**config.mk**
```make
export PLATFORM = sky130hd
export DESIGN_NAME = board_test_button_reader
export DESIGN_NICKNAME = d
export VERILOG_FILES = /design/src/rtl/board_test_button_pkg.sv /design/src/rtl/board_test_button_debounce.sv /design/src/rtl/board_test_button_reader.sv
export SDC_FILE = /design/constraint.sdc
export NUM_CORES = 1
export LEC_CHECK = 0
export CORE_MARGIN = 8
export CORE_UTILIZATION = 55
export CTS_CLUSTER_DIAMETER = 80
export DETAILED_ROUTE_END_ITERATION = 7
export HOLD_SLACK_MARGIN = 0.06
export PLACE_DENSITY = 0.8
export SKIP_LAST_GASP = 1
export SYNTH_ARGS = -nofsm -noshare
export SYNTH_HDL_FRONTEND = slang
export SYNTH_SLANG_ARGS = --single-unit
export TNS_END_PERCENT = 20
```
**constraint.sdc**
```tcl
create_clock -name int_clock -period 4.87 [get_ports int_clock]
set_input_delay 0.7305 -clock int_clock [delete_from_list [all_inputs] [get_ports int_clock]]
set_output_delay 0.7305 -clock int_clock [all_outputs]
set_load 0.01 [all_outputs]
```
**src/rtl/board_test_button_pkg.sv**
```systemverilog
// Shared types and sizing helpers for the board-test button reader.
package board_test_button_pkg;

    typedef enum logic [1:0] {
        IDLE,
        DEB_PRESS,
        PRESSED,
        DEB_RELEASE
    } btn_state_e;

    function automatic int cnt_width(input int long_c, input int rep_c);
        int m;
        m = (long_c > rep_c) ? long_c : rep_c;
        return $clog2(m + 1);
    endfunction

endpackage

```
**src/rtl/board_test_button_debounce.sv**
```systemverilog
// One button channel: 2-FF synchronizer, debounce FSM, hold/long-press timing.
// Auto-repeat presses after long_press when BOARD_TEST_BUTTON_REPEAT_EN is defined.
module board_test_button_debounce
    import board_test_button_pkg::*;
#(
    parameter int DEBOUNCE_CYCLES = 50000,
    parameter int LONG_CYCLES     = 2500000,
    parameter int REPEAT_CYCLES   = 500000
) (
    input  logic int_clock,
    input  logic rst,
    input  logic btn_n,
    output logic level,
    output logic press,
    output logic release_evt,
    output logic long_press
);

    localparam int CW = cnt_width(LONG_CYCLES, REPEAT_CYCLES);
    localparam logic [CW-1:0] DEB_LAST  = CW'(DEBOUNCE_CYCLES - 1);
    localparam logic [CW-1:0] LONG_LAST = CW'(LONG_CYCLES - 1);
    localparam logic [CW-1:0] LONG_MAX  = CW'(LONG_CYCLES);
    localparam logic [CW-1:0] ONE       = CW'(1);

    logic [1:0]    sync_ff;
    logic          sync;
    btn_state_e    state;
    logic [CW-1:0] cnt;
    logic [CW-1:0] rcnt;

    always_ff @(posedge int_clock or negedge rst) begin
        if (!rst) begin
            sync_ff <= 2'b11;
        end else begin
            sync_ff <= {sync_ff[0], btn_n};
        end
    end

    assign sync = ~sync_ff[1];

`ifdef BOARD_TEST_BUTTON_REPEAT_EN
    localparam logic [CW-1:0] RPT_LAST = CW'(REPEAT_CYCLES - 1);

    logic          rpt_on;
    logic [CW-1:0] rpt;
    logic          releasing;

    // A repeat that lands on the release cycle is dropped to keep events exclusive.
    assign releasing = !sync &&
        ((state == DEB_RELEASE && rcnt == DEB_LAST) ||
         (state == PRESSED && DEBOUNCE_CYCLES == 1));
`endif

    always_ff @(posedge int_clock or negedge rst) begin
        if (!rst) begin
            state       <= IDLE;
            cnt         <= '0;
            rcnt        <= '0;
            level       <= 1'b0;
            press       <= 1'b0;
            release_evt <= 1'b0;
            long_press  <= 1'b0;
`ifdef BOARD_TEST_BUTTON_REPEAT_EN
            rpt_on      <= 1'b0;
            rpt         <= '0;
`endif
        end else begin
            press       <= 1'b0;
            release_evt <= 1'b0;
            long_press  <= 1'b0;
            unique case (state)
                IDLE: begin
                    level <= 1'b0;
                    if (sync) begin
                        if (DEBOUNCE_CYCLES == 1) begin
                            state <= PRESSED;
                            level <= 1'b1;
                            press <= 1'b1;
                            cnt   <= '0;
                        end else begin
                            state <= DEB_PRESS;
                            cnt   <= ONE;
                        end
                    end
                end
                DEB_PRESS: begin
                    if (!sync) begin
                        state <= IDLE;
                        cnt   <= '0;
                    end else if (cnt == DEB_LAST) begin
                        state <= PRESSED;
                        level <= 1'b1;
                        press <= 1'b1;
                        cnt   <= '0;
                    end else begin
                        cnt <= cnt + ONE;
                    end
                end
                PRESSED: begin
                    level <= 1'b1;
                    if (!sync) begin
                        if (DEBOUNCE_CYCLES == 1) begin
                            state       <= IDLE;
                            level       <= 1'b0;
                            release_evt <= 1'b1;
                            cnt         <= '0;
                            rcnt        <= '0;
                        end else begin
                            state <= DEB_RELEASE;
                            rcnt  <= ONE;
                        end
                    end else if (cnt != LONG_MAX) begin
                        cnt <= cnt + ONE;
                        if (cnt == LONG_LAST) begin
                            long_press <= 1'b1;
                        end
                    end
                end
                DEB_RELEASE: begin
                    level <= 1'b1;
                    if (sync) begin
                        state <= PRESSED;
                        rcnt  <= '0;
                    end else if (rcnt == DEB_LAST) begin
                        state       <= IDLE;
                        level       <= 1'b0;
                        release_evt <= 1'b1;
                        cnt         <= '0;
                        rcnt        <= '0;
                    end else begin
                        rcnt <= rcnt + ONE;
                    end
                end
                default: begin
                    state <= IDLE;
                end
            endcase
`ifdef BOARD_TEST_BUTTON_REPEAT_EN
            if (state == PRESSED || state == DEB_RELEASE) begin
                if (rpt_on) begin
                    if (rpt == RPT_LAST) begin
                        rpt <= '0;
                        if (!releasing) begin
                            press <= 1'b1;
                        end
                    end else begin
                        rpt <= rpt + ONE;
                    end
                end
                if (state == PRESSED && sync && cnt == LONG_LAST) begin
                    rpt_on <= 1'b1;
                    rpt    <= '0;
                end
            end else begin
                rpt_on <= 1'b0;
                rpt    <= '0;
            end
`endif
        end
    end

endmodule

```
**src/rtl/board_test_button_reader.sv**
```systemverilog
// Debounced push-button reader: level plus press/release/long-press pulses.
// Optional auto-repeat: define BOARD_TEST_BUTTON_REPEAT_EN.
module board_test_button_reader
    import board_test_button_pkg::*;
#(
    parameter int N_BUTTONS       = 2,
    parameter int DEBOUNCE_CYCLES = 50000,
    parameter int LONG_CYCLES     = 2500000,
    parameter int REPEAT_CYCLES   = 500000
) (
    input  logic                 int_clock,
    input  logic                 rst,
    input  logic [N_BUTTONS-1:0] btn_n,
    output logic [N_BUTTONS-1:0] level,
    output logic [N_BUTTONS-1:0] press,
    output logic [N_BUTTONS-1:0] release_evt,
    output logic [N_BUTTONS-1:0] long_press
);

    for (genvar i = 0; i < N_BUTTONS; i++) begin : g_btn
        board_test_button_debounce #(
            .DEBOUNCE_CYCLES(DEBOUNCE_CYCLES),
            .LONG_CYCLES    (LONG_CYCLES),
            .REPEAT_CYCLES  (REPEAT_CYCLES)
        ) u_deb (
            .int_clock  (int_clock),
            .rst        (rst),
            .btn_n      (btn_n[i]),
            .level      (level[i]),
            .press      (press[i]),
            .release_evt(release_evt[i]),
            .long_press (long_press[i])
        );
    end

endmodule
```
After elaboration in Yosys (flattened, before gate mapping)
Index checks and enable logic that the tools add are counted.
- output and inout port bits: 8
- bits in registers: 104
- bits of input ports: 4
- multiplexer cells: 68
- eq/ne operators: 34
- $add $sub $neg: 4
- reductions and logical operators: 12
- operators by type and width (operator ; number):
    2-to-1 mux 22 bit ; 20
    case mux 22 bit (4 select lines) ; 2
    adder 22 x 1 -> 22 bit (second input constant) ; 4
    == test 22 x 16 -> 1 bit (second input constant) ; 4
    case mux 22 bit (2 select lines) ; 2
    == test 22 bit (second input constant) ; 2
    inequality test 22 bit (second input constant) ; 2
    2-to-1 mux 1 bit ; 28
    2-to-1 mux 2 bit ; 12
    inequality test 2 x 1 -> 1 bit (second input constant) ; 10
    case mux 2 bit (4 select lines) ; 2
    inequality test 2 bit (second input constant) ; 6
    AND reduction 5 bit ; 2
    == test 2 bit (second input constant) ; 4
    case mux 1 bit (4 select lines) ; 2
    AND reduction 2 bit ; 4
    AND reduction 4 bit ; 2
    inequality test 3 x 1 -> 1 bit (second input constant) ; 2
    inequality test 3 bit (second input constant) ; 2
    == test 2 x 1 -> 1 bit (second input constant) ; 2
    logical NOT 2 bit ; 2
    nonzero test 2 bit ; 2

Longest topological paths before layout
Gate-level depths: netlist of the first run.
- depth in word-level cells: 5
- mapped depth: 10

By module
From an unflattened synthesis of the first run, not the netlist that was laid out.
- cells, all modules: 652
- area total of the unflattened synthesis: 6007.0 sq um
- by module, submodules not included (module ; cells each ; area each (sq um) ; seq. area each (sq um) ; times used):
    board_test_button_debounce at g_btn[0].u_deb ; 335 ; 3016.6 ; 1303.8 ; 1
    board_test_button_debounce at g_btn[1].u_deb ; 317 ; 2990.4 ; 1303.8 ; 1

Least setup slack after synthesis of the first run
No wires, ideal clock.
- kind: flip-flop to flip-flop
- start: register g_btn[0].u_deb.state[0]
- end: register g_btn[0].u_deb.rcnt[14]
- data required time: 4.749 ns
- path buffers: 2
- clock period less this slack: 2.267 ns
- cell stages (with the launch flop): 11
- data arrival time: 2.146 ns
- slack: 2.603 ns
- setup time: 0.121 ns
- cell sequence: dfrtp_1 inv_1 ha_1 clkbuf_1 mux2i_1 clkbuf_1 nor4b_1 and2_1 nand2_1 xor2_1 nor2_1
- longest elaborated chain between the ends: 3
- elaborated cells on any way between the ends: 6
- RTL lines (what ; RTL line ; RTL):
    start: declaration ; board_test_button_debounce.sv:27 ; btn_state_e state;
    start signal: assignment ; board_test_button_debounce.sv:56 ; state <= IDLE;
    start signal: assignment ; board_test_button_debounce.sv:76 ; state <= PRESSED;
    start signal: assignment ; board_test_button_debounce.sv:81 ; state <= DEB_PRESS;
    == test 2 bit ; board_test_button_debounce.sv:71 ; unique case (state)
    inequality test 2 x 1 -> 1 bit (no line) or nonzero test 2 bit (tied branches) ; n/a ;
    AND reduction 2 bit (no line) ; n/a ;
    end signal: assignment ; board_test_button_debounce.sv:131 ; rcnt <= rcnt + ONE;
    end: declaration ; board_test_button_debounce.sv:29 ; logic [CW-1:0] rcnt;
Parallel ways exist; a longest one is shown, timed or not.
A chain may end at the register's enable or synchronous reset.

Worst setup path after layout of the first run
- start: register g_btn[1].u_deb.cnt[6]
- end: register g_btn[1].u_deb.cnt[2]
- longest elaborated chain between the ends: 4
- elaborated cells on any way between the ends: 7
- RTL lines (what ; RTL line ; RTL):
    start: declaration ; board_test_button_debounce.sv:28 ; logic [CW-1:0] cnt;
    start signal: assignment ; board_test_button_debounce.sv:96 ; cnt <= cnt + ONE;
    start signal: assignment ; board_test_button_debounce.sv:113 ; cnt <= cnt + ONE;
    == test 22 x 16 -> 1 bit ; board_test_button_debounce.sv:90 ; end else if (cnt == DEB_LAST) begin
    2-to-1 mux 22 bit ; board_test_button_debounce.sv:90 ;
    2-to-1 mux 22 bit ; board_test_button_debounce.sv:87 ; if (!sync) begin
    case mux 22 bit (4 select lines) ; board_test_button_debounce.sv:71 ;
Parallel ways exist; a longest one is shown, timed or not.

==> impl_metrics.ini, run 1 <==
[outcome]
status = complete, no violations

[detailed_routing]
drt-wirelength-per-cell_um = 15.83
routed-via-count = 5052
drt_iter0_drc = 432
drtAntennaViolNets = 0
postRouteWirelength_mm = 12.81
drcViolationCount = 0
post_drt_via_cell_ratio = 6.245
dr.pass1.iters = 5

[timing]
finalHoldViolations = 0
finalMaxSlewViolations = 0
max_clock_freq_ghz = 0.2970
setup-violations-final = 0
worstMarginPinSlew_ps = 1315
rsz0062_at_grt = no
clock_tree_skew_after_final_layout_ps = 12.78
setup_slack_ps = 1503
post_route_setup_tns_ps = 0
min_period_over_period_pct = 69.13
worst_case_headroom_to_the_max_slew_limit_pct = 12.16
min_tclk_post_route_ps = 3367

[clocking]
cts.sinks = 104
clkTransAtPathRegs_ps = 100
total_of_cells_resized_after_clock_tree_synthesis = 0
tritoncts = built
cts_made_buffers = 9
ctsLongestPathBuffers = 2
post-cts-setup-buffers = 0
clockRootBuffer = sky130_fd_sc_hd__clkbuf_8
clock_insertion_delay_worst_skew_ps = 390
cts-hold-fix-buffers = 0
cts-htree-levels = 3

[placed_design]
detailed_place_hpwl_mm = 8.763
gp_congestion = 0.9052
io_buffers = 11
dp_worst_setup_slack_ps = 1567

[critical_path]
setup.reg_to_reg.worst_slack_ps = 1500
arrival_ps = 3590
timing_worst_setup_path_type = reg2reg
critical_path_required_ps = 5090
startpoint_type_of_the_worst_setup_path = flop
worstSetupEndpointType = flop
crit_path_max_fanout = 26

[global_route]
antenna_found_initial = 0
gr-usage-all-layers_pct = 18.52
grt_pass1_vias = 4919
grt_start_max_net_pins = 78
grt_first_pass_wirelength_mm = 22.88
grt_overflow_total = 0

[power_and_ir_drop]
post-layout-total-power_uw = 2309
ir_drop_uv = 255.2
power.density_cell_area_mw_per_mm2 = 362.7
leakage_uw = 0.002605

[final_layout]
areaGrowthSynthToFinish_pct = 4.518
post_route_cells_drive_above_1_share_pct = 6.876
finish.net_count = 684
fillers = 949
antenna-diode-count = 0

[logic_synthesis]
synthesis.area_mm2 = 0.006092
yosys.cell_count.top_type = sky130_fd_sc_hd__dfrtp_1
synth_largest_type_area_fraction_pct = 41.08
postSynth.asyncResetShare_pct = 100.0
ys_types = 57
synth.net_count = 701
synth_seq_area_share_pct = 42.80
synth-seq-cells = 104
synthFlopType = sky130_fd_sc_hd__dfrtp_1
synth_top_cell_by_area = sky130_fd_sc_hd__dfrtp_1
postSynthCellCount = 681
synth_enable_flop_cells = 0
synthesis.area_per_instance_um2 = 8.946
netlist_top_cells_area = sky130_fd_sc_hd__dfrtp_1, sky130_fd_sc_hd__o21ai_0, sky130_fd_sc_hd__nand3_1, sky130_fd_sc_hd__nor2_1, sky130_fd_sc_hd__nand2_1
yosysWarningCount = 0
synth_commonest_cells = sky130_fd_sc_hd__dfrtp_1, sky130_fd_sc_hd__nor2_1, sky130_fd_sc_hd__nand2_1

[floorplanning]
die_w_um = 121.2
chipHeight_um = 121.2
io-pin-count = 12
initial_core_util_pct = 56.20
standard_cell_rows = 38
core_mm2 = 0.01084
floorplan.die_area_mm2 = 0.01470

[hold_path]
hold_path_class = reg2reg

[flow_run]
max_cap_viol_count = 0
## final timing paths
path	start	end	cells after the start
max	g_btn[1].u_deb.cnt[6]$_DFFE_PN0P_	g_btn[1].u_deb.cnt[2]$_DFFE_PN0P_	5
min	g_btn[1].u_deb.sync_ff[0]$_DFF_PN1_	g_btn[1].u_deb.sync_ff[1]$_DFF_PN1_	0
min in group asynchronous	rst	g_btn[0].u_deb.cnt[18]$_DFFE_PN0P_	1
max reg2reg	g_btn[1].u_deb.cnt[6]$_DFFE_PN0P_	g_btn[1].u_deb.cnt[2]$_DFFE_PN0P_	5
min reg2reg	g_btn[1].u_deb.sync_ff[0]$_DFF_PN1_	g_btn[1].u_deb.sync_ff[1]$_DFF_PN1_	0
max in group asynchronous	rst	g_btn[0].u_deb.sync_ff[0]$_DFF_PN1_	2
## cell usage in the layout, fill, tap and decap left out, types with 16 or more instances in the layout
cell type,Yosys,final
sky130_fd_sc_hd__a21oi_1,24,24
sky130_fd_sc_hd__and3_1,20,20
sky130_fd_sc_hd__dfrtp_1,100,100
sky130_fd_sc_hd__ha_1,16,16
sky130_fd_sc_hd__inv_1,26,26
sky130_fd_sc_hd__nand2_1,60,60
sky130_fd_sc_hd__nand3_1,48,48
sky130_fd_sc_hd__nand4_1,21,21
sky130_fd_sc_hd__nor2_1,62,62
sky130_fd_sc_hd__nor4_1,20,20
sky130_fd_sc_hd__o21ai_0,53,53
sky130_fd_sc_hd__o31ai_1,20,19
sky130_fd_sc_hd__xor2_1,19,19
## per-layer routing
layer | share of wire (%) | GRT usage, %
met1 | 46 | 23.55
met2 | 49 | 30.60
met3 | 4.1 | 4.048
met4 | 1.2 | 6.245
met5 | 0 | 0
## kinds of logic after synthesis
family | count (synthesis) | synth area share (%)
simple gates | 317 | 27.89
compound gates | 141 | 15.63
flops | 104 | 42.80
buf+inv | 69 | 5.319
xor+xnor | 27 | 3.882
fa+ha+maj | 16 | 3.286
mux | 7 | 1.191
## flip-flops by register name, indices dropped and copies added (netlist names), named ones only
signal                   count
g_btn.u_deb.state            2
g_btn.u_deb.level            2
g_btn.u_deb.sync_ff          4
g_btn.u_deb.rcnt            44
g_btn.u_deb.cnt             44
g_btn.u_deb.long_press       2
g_btn.u_deb.press            2
g_btn.u_deb.release_evt      2
## report_power, final
group          total (uW)  leakage (uW)  internal [uW]  switching, uW
clock                 510     0.0000968            202            308
sequential           1010       0.00141            928           80.8
combinational         790       0.00110            257            534
## stage by stage
step / instances / area (um2) / hold slack, ps / util [%]
floorplan: 681 / 6092 / 345.2 / -
detailed placement: 793 / 6188 / 349.6 / 57.09
global placement: 793 / 6188 / 346.4 / 57.09
global route: 809 / 6367 / 368.3 / 58.74
finish: 809 / 6367 / 361.4 / 58.74
CTS: 809 / 6367 / 363.7 / 58.74
## worst max-delay path, cell delays in order (launching register included)
cell and delay [ps]:
sky130_fd_sc_hd__dfrtp_1 480, sky130_fd_sc_hd__nand4bb_1 230, sky130_fd_sc_hd__or4_1 600, sky130_fd_sc_hd__o311ai_4 850, sky130_fd_sc_hd__or2_1 800, sky130_fd_sc_hd__o21ai_0 230
## final cells by class
cell class	count	area (um2)	area share, %
clock buffer	10	137.6	2.162
clock inverter	6	41.29	0.6485
inverter	26	97.59	1.533
multi-input combinational	508	3171	49.79
sequential	104	2608	40.95
tap	140	175.2	2.751
timing repair buffer	15	137.6	2.162
Note: power is estimated with default switching activity, not from simulation.
==> inputs of run 2 (changes only) <==
--- a/config.mk
+++ b/config.mk
@@ -10,7 +10,7 @@
 export CTS_CLUSTER_DIAMETER = 80
 export DETAILED_ROUTE_END_ITERATION = 7
 export HOLD_SLACK_MARGIN = 0.06
-export PLACE_DENSITY = 0.8
+export PLACE_DENSITY = 0.83
 export SKIP_LAST_GASP = 1
 export SYNTH_ARGS = -nofsm -noshare
 export SYNTH_HDL_FRONTEND = slang
==> constraint.sdc (replaced) <==
create_clock -name int_clock -period 3 [get_ports int_clock]
set_input_delay 0.45 -clock int_clock [delete_from_list [all_inputs] [get_ports int_clock]]
set_output_delay 0.45 -clock int_clock [all_outputs]
set_load 0.01 [all_outputs]
==> run 2 against run 1 <==
Net effect:
- maximum frequency is 28% higher
- critical path depth up 2
- clock-buffer cell count shrank 1
- combinational power grew 76%
- critical endpoint is now g_btn[0].u_deb.cnt[3]$_DFFE_PN0P_
==> impl_metrics.ini, run 2 (synthesized netlist as in run 1, its figures left out) <==
[outcome]
status = complete, no violations

[critical_path]
critical_path_cell_by_cell = inv_1 > or3_1 > o31ai_1 > nand3_1 > buf_4 > a21oi_1 > o31ai_1
startpoint_type_of_the_worst_setup_path = flop
cpMostUsedCell = sky130_fd_sc_hd__o31ai_1
arrival_ps = 2910
crit_path_max_fanout = 13
crit_slowest_cell = sky130_fd_sc_hd__dfstp_2
critical_path_required_ps = 3280
worstSetupEndpointType = flop
timing_worst_setup_path_type = reg2reg
critical-path-max-stage-delay_ps = 620

[timing]
clock_tree_skew_after_final_layout_ps = 16.31
setup_slack_ps = 369.6
setup-violations-final = 0
rsz0062_at_grt = no
min_period_over_period_pct = 87.68
finalHoldViolations = 0
worstMarginPinSlew_ps = 1022
max_clock_freq_ghz = 0.3802
post_route_setup_tns_ps = 0
worst_case_headroom_to_the_max_slew_limit_pct = 31.89
finalMaxSlewViolations = 0
min_tclk_post_route_ps = 2630

[clocking]
cts-hold-fix-buffers = 0
post-cts-setup-buffers = 0
tritoncts = built
total_of_cells_resized_after_clock_tree_synthesis = 0
cts.sinks = 104
ctsLongestPathBuffers = 2
clock_insertion_delay_worst_skew_ps = 400
cts_made_buffers = 9
clockRootBuffer = sky130_fd_sc_hd__clkbuf_8
clkTransAtPathRegs_ps = 120
cts-htree-levels = 3

[floorplanning]
die_w_um = 121.2
io-pin-count = 12
standard_cell_rows = 38
floorplan.die_area_mm2 = 0.01470
chipHeight_um = 121.2
initial_core_util_pct = 56.20
core_mm2 = 0.01084

[final_layout]
fin_util_pct = 59.63
most_common_library_cell_in_the_layout_ignoring_fill_and_taps = sky130_fd_sc_hd__dfrtp_1
antenna-diode-count = 0
areaGrowthSynthToFinish_pct = 6.100
fillers = 891
most-common-layout-cells = sky130_fd_sc_hd__dfrtp_1, sky130_fd_sc_hd__nor2_1, sky130_fd_sc_hd__nand2_1, sky130_fd_sc_hd__o21ai_0, sky130_fd_sc_hd__nand3_1
top_regs = g_btn.u_deb.cnt x44, g_btn.u_deb.rcnt x44, g_btn.u_deb.sync_ff x4
finish.net_count = 695
post_route_cells_drive_above_1_share_pct = 8.382

[flow_run]
max_cap_viol_count = 0

[global_route]
gr-usage-all-layers_pct = 18.80
grt_first_pass_wirelength_mm = 22.96
grt_pass1_vias = 4908
antenna_found_initial = 0
grt_start_max_net_pins = 84
grt_overflow_total = 0

[placed_design]
dp_worst_setup_slack_ps = 436.6
io_buffers = 11
gp_congestion = 0.8530
detailed_place_hpwl_mm = 9.360

[detailed_routing]
drtAntennaViolNets = 0
dr.pass1.iters = 5
routed-via-count = 5110
post_drt_via_cell_ratio = 6.232
postRouteWirelength_mm = 13.28
drcViolationCount = 0
drt_iter0_drc = 506
drt-wirelength-per-cell_um = 16.19

[power_and_ir_drop]
power.density_cell_area_mw_per_mm2 = 606.0
power.share.clock_pct = 22.5
leakage_uw = 0.002662
power_report.internal_total_uw = 2336
sequential_group_share_of_total_power_pct = 41.9
ir_drop_uv = 355.6
power.combinational.fraction_pct = 35.5
total_switching_power_uw = 1581
switching_share_pct = 40.36
post-layout-total-power_uw = 3917

[hold_path]
hold_path_class = in2async
## run 2: cell type report
class,count,area [um2],area share [%]
tap,140,175.2,2.710
timing repair buffer,26,220.2,3.407
clock inverter,7,68.82,1.065
clock buffer,9,123.9,1.916
sequential,104,2608,40.34
multi-input combinational,508,3171,49.05
inverter,26,97.59,1.510
## run 2: power by group through the flow
stage	logic [uW]	registers [uW]	clock network [uW]
2_1_floorplan	1020	1630	0
3_3_place_gp	1310	1660	0
3_5_place_dp	1370	1670	0
4_1_cts	1380	1640	906
5_1_grt	1560	1660	962
6_report	1390	1640	883
## run 2: metal layers
layer  global-route usage (%)  up-vias  share of wire, %
li1                         -     2475                 -
met1                    23.36     2463                45
met2                    31.02      142                49
met3                    4.560       30               4.2
met4                    7.170        0               2.2
met5                        0        -                 0
## run 2: critical path: cells and delay by family, from the launching register on
family          cells  cell delay (ps)
compound gates      3              580
flops               1              620
simple gates        2              850
buf+inv             2              460
## run 2: final timing paths
check                                                         start                                  end  slack (ps)  cells past startpoint
worst max-delay path            g_btn[0].u_deb.sync_ff[1]$_DFF_PN1_    g_btn[0].u_deb.cnt[3]$_DFFE_PN0P_         370                      7
worst min-delay path                                            rst   g_btn[0].u_deb.cnt[21]$_DFFE_PN0P_         220                      1
worst max register to register  g_btn[0].u_deb.sync_ff[1]$_DFF_PN1_    g_btn[0].u_deb.cnt[3]$_DFFE_PN0P_         370                      7
worst min register to register  g_btn[1].u_deb.sync_ff[0]$_DFF_PN1_  g_btn[1].u_deb.sync_ff[1]$_DFF_PN1_         360                      0
max in group asynchronous                                       rst    g_btn[1].u_deb.cnt[6]$_DFFE_PN0P_        1990                      2
min in group int_clock          g_btn[1].u_deb.sync_ff[0]$_DFF_PN1_  g_btn[1].u_deb.sync_ff[1]$_DFF_PN1_         360                      0
## run 2: stage by stage
stage / instance area, um2 / std cells / hold slack (ps)
finish: 6464 / 820 / 217.1
global route: 6464 / 820 / 309.3
detailed placement: 6271 / 804 / 348.4
CTS: 6464 / 820 / 259.9
floorplan: 6092 / 681 / 154.4
global placement: 6271 / 804 / 348.8
==> inputs of run 3 (changes only) <==
--- a/config.mk
+++ b/config.mk
@@ -5,12 +5,16 @@
 export SDC_FILE = /design/constraint.sdc
 export NUM_CORES = 1
 export LEC_CHECK = 0
+export CELL_PAD_IN_SITES_DETAIL_PLACEMENT = 1
+export CELL_PAD_IN_SITES_GLOBAL_PLACEMENT = 2
 export CORE_MARGIN = 8
-export CORE_UTILIZATION = 55
+export CORE_UTILIZATION = 36
 export CTS_CLUSTER_DIAMETER = 80
 export DETAILED_ROUTE_END_ITERATION = 7
+export GPL_TIMING_DRIVEN = 0
 export HOLD_SLACK_MARGIN = 0.06
-export PLACE_DENSITY = 0.83
+export PLACE_DENSITY = 0.84
+export RECOVER_POWER = 25
 export SKIP_LAST_GASP = 1
 export SYNTH_ARGS = -nofsm -noshare
 export SYNTH_HDL_FRONTEND = slang
==> run 3 against run 2 <==
Net effect:
- the run now ends with capacitance limit, slew limit left
- clock skew down 6.7 ps
- utilization down 18 points
- sequential power about the same
- largest power group unchanged
==> impl_metrics.ini, run 3 (synthesized netlist as in run 1, its figures left out) <==
[final_layout]
combined_area_of_the_multi_input_logic_cells_mm2 = 0.003174
top_regs = g_btn.u_deb.cnt x44, g_btn.u_deb.rcnt x44, g_btn.u_deb.sync_ff x4
sequential_cell_area_mm2 = 0.002608
post_route_cells_drive_above_1_share_pct = 8.745
antenna-diode-count = 0
fillers = 1964
most-common-layout-cells = sky130_fd_sc_hd__dfrtp_1, sky130_fd_sc_hd__nor2_1, sky130_fd_sc_hd__nand2_1, sky130_fd_sc_hd__o21ai_0, sky130_fd_sc_hd__nand3_1
layout.cells.non_filler = 929
areaGrowthSynthToFinish_pct = 12.04
most_common_library_cell_in_the_layout_ignoring_fill_and_taps = sky130_fd_sc_hd__dfrtp_1
finish.net_count = 724

[power_and_ir_drop]
total_switching_power_uw = 1697
ir_drop_uv = 319.8
power.combinational.fraction_pct = 33.6
switching_share_pct = 38.79
power.share.clock_pct = 28.8
power_report.internal_total_uw = 2677
power.density_cell_area_mw_per_mm2 = 640.8
sequential_group_share_of_total_power_pct = 37.5
leakage_uw = 0.002775

[clocking]
total_of_cells_resized_after_clock_tree_synthesis = 0
cts-hold-fix-buffers = 0
clockRootBuffer = sky130_fd_sc_hd__clkbuf_16
cts_made_buffers = 9
clock_insertion_delay_worst_skew_ps = 360
post-cts-setup-buffers = 0
cts-htree-levels = 3
cts.sinks = 104
ctsLongestPathBuffers = 2
tritoncts = built
clkTransAtPathRegs_ps = 80

[floorplanning]
core_mm2 = 0.01658
floorplan.die_area_mm2 = 0.02134
die_w_um = 146.1
io-pin-count = 12
standard_cell_rows = 47
chipHeight_um = 146.1
initial_core_util_pct = 36.74

[global_route]
antenna_found_initial = 0
grt_first_pass_wirelength_mm = 27.86
gr-usage-all-layers_pct = 15.45
grt_start_max_net_pins = 68
grt_overflow_total = 0
grt_pass1_vias = 5626

[timing]
min_period_over_period_pct = 93.34
clock_tree_skew_after_final_layout_ps = 9.609
whs_ps = 351.2
worst_case_headroom_to_the_max_slew_limit_pct = -45.45
finalHoldViolations = 0
rsz0062_at_grt = yes
finalMaxSlewViolations = 38
worstMarginPinSlew_ps = 2182
max_clock_freq_ghz = 0.3571
min_tclk_post_route_ps = 2800
setup-violations-final = 0
post_route_setup_tns_ps = 0

[critical_path]
worstSetupEndpointType = flop
critical_path_cell_by_cell = buf_2 > inv_1 > or3_1 > o31ai_1 > nand3_1 > clkbuf_1 > a21oi_1 > o31ai_1
arrival_ps = 3040
critical-path-max-stage-delay_ps = 520
cpMostUsedCell = sky130_fd_sc_hd__o31ai_1
crit_path_max_fanout = 10
startpoint_type_of_the_worst_setup_path = flop
critical_path_required_ps = 3240
crit_slowest_cell = sky130_fd_sc_hd__dfstp_2
timing_worst_setup_path_type = reg2reg

[detailed_routing]
postRouteWirelength_mm = 15.95
drt-wirelength-per-cell_um = 17.17
post_drt_via_cell_ratio = 5.677
dr.pass1.iters = 4
drt_iter0_drc = 339
drtAntennaViolNets = 0
routed-via-count = 5274
drcViolationCount = 0

[outcome]
violations = capacitance limit, slew limit
status = complete, but fails checks

[placed_design]
placed_cells_incl_taps = 913
detailed_place_hpwl_mm = 11.47
io_buffers = 11
gp_congestion = 0.8169

[flow_run]
max_cap_viol_count = 1

[hold_path]
hold_path_class = reg2reg
==> run 3: power groups by stage <==
stage	clock network [uW]	registers [uW]	logic [uW]
floorplan	0	1630	1020
global placement	0	1660	1420
CTS	1320	1640	1490
global route	1350	1660	1660
finish	1260	1640	1470
detailed placement	0	1670	1480
==> run 3: worst max-delay path, delay by kind of cell (launching register included) <==
| family | cells | cell delay, ps |
|---|---|---|
| AOI/OAI and AO/OA | 3 | 760 |
| and+or+nand+nor | 2 | 730 |
| buffers and inverters | 3 | 680 |
| DFF | 1 | 520 |
==> run 3: metal layers <==
metal	up-vias	track usage (%)	wire length, um
met5	-	0	0
met4	0	4.843	187
met3	16	3.090	426
met2	60	25.37	7689
met1	2677	20.10	7645
li1	2521	-	-
==> run 3: path summary, 6_finish.rpt <==
kind / startpoint / end / slack [ps] / depth (start not counted)
max: g_btn[0].u_deb.sync_ff[1]$_DFF_PN1_ / g_btn[0].u_deb.cnt[13]$_DFFE_PN0P_ / 200 / 8
min: g_btn[1].u_deb.sync_ff[0]$_DFF_PN1_ / g_btn[1].u_deb.sync_ff[1]$_DFF_PN1_ / 350 / 0
max reg2reg: g_btn[0].u_deb.sync_ff[1]$_DFF_PN1_ / g_btn[0].u_deb.cnt[13]$_DFFE_PN0P_ / 200 / 8
min reg2reg: g_btn[1].u_deb.sync_ff[0]$_DFF_PN1_ / g_btn[1].u_deb.sync_ff[1]$_DFF_PN1_ / 350 / 0
max in group asynchronous: rst / g_btn[1].u_deb.rcnt[13]$_DFFE_PN0P_ / 1020 / 1
min in group asynchronous: rst / g_btn[0].u_deb.cnt[9]$_DFFE_PN0P_ / 720 / 1
==> run 3: final cells by class <==
cell class / instances / share of cell area [%]
buffer: 43 / 3.336
clock buffer: 10 / 3.501
clock inverter: 6 / 1.063
inverter: 26 / 1.430
multi-input combinational: 508 / 46.51
sequential: 104 / 38.20
tap: 220 / 4.033
timing repair buffer: 12 / 1.925
==> run 3: through the flow <==
step                power (uW)  utilization (%)  cell area (um2)  worst slack (ps)
global placement          3079            39.06             6477             -2648
floorplan                 2647                -             6092             732.6
finish                    4373            41.16             6825             199.8
detailed placement        3148            39.21             6502             76.44
CTS                       4446            41.09             6814             53.88
global route              4675            41.16             6825            -119.2
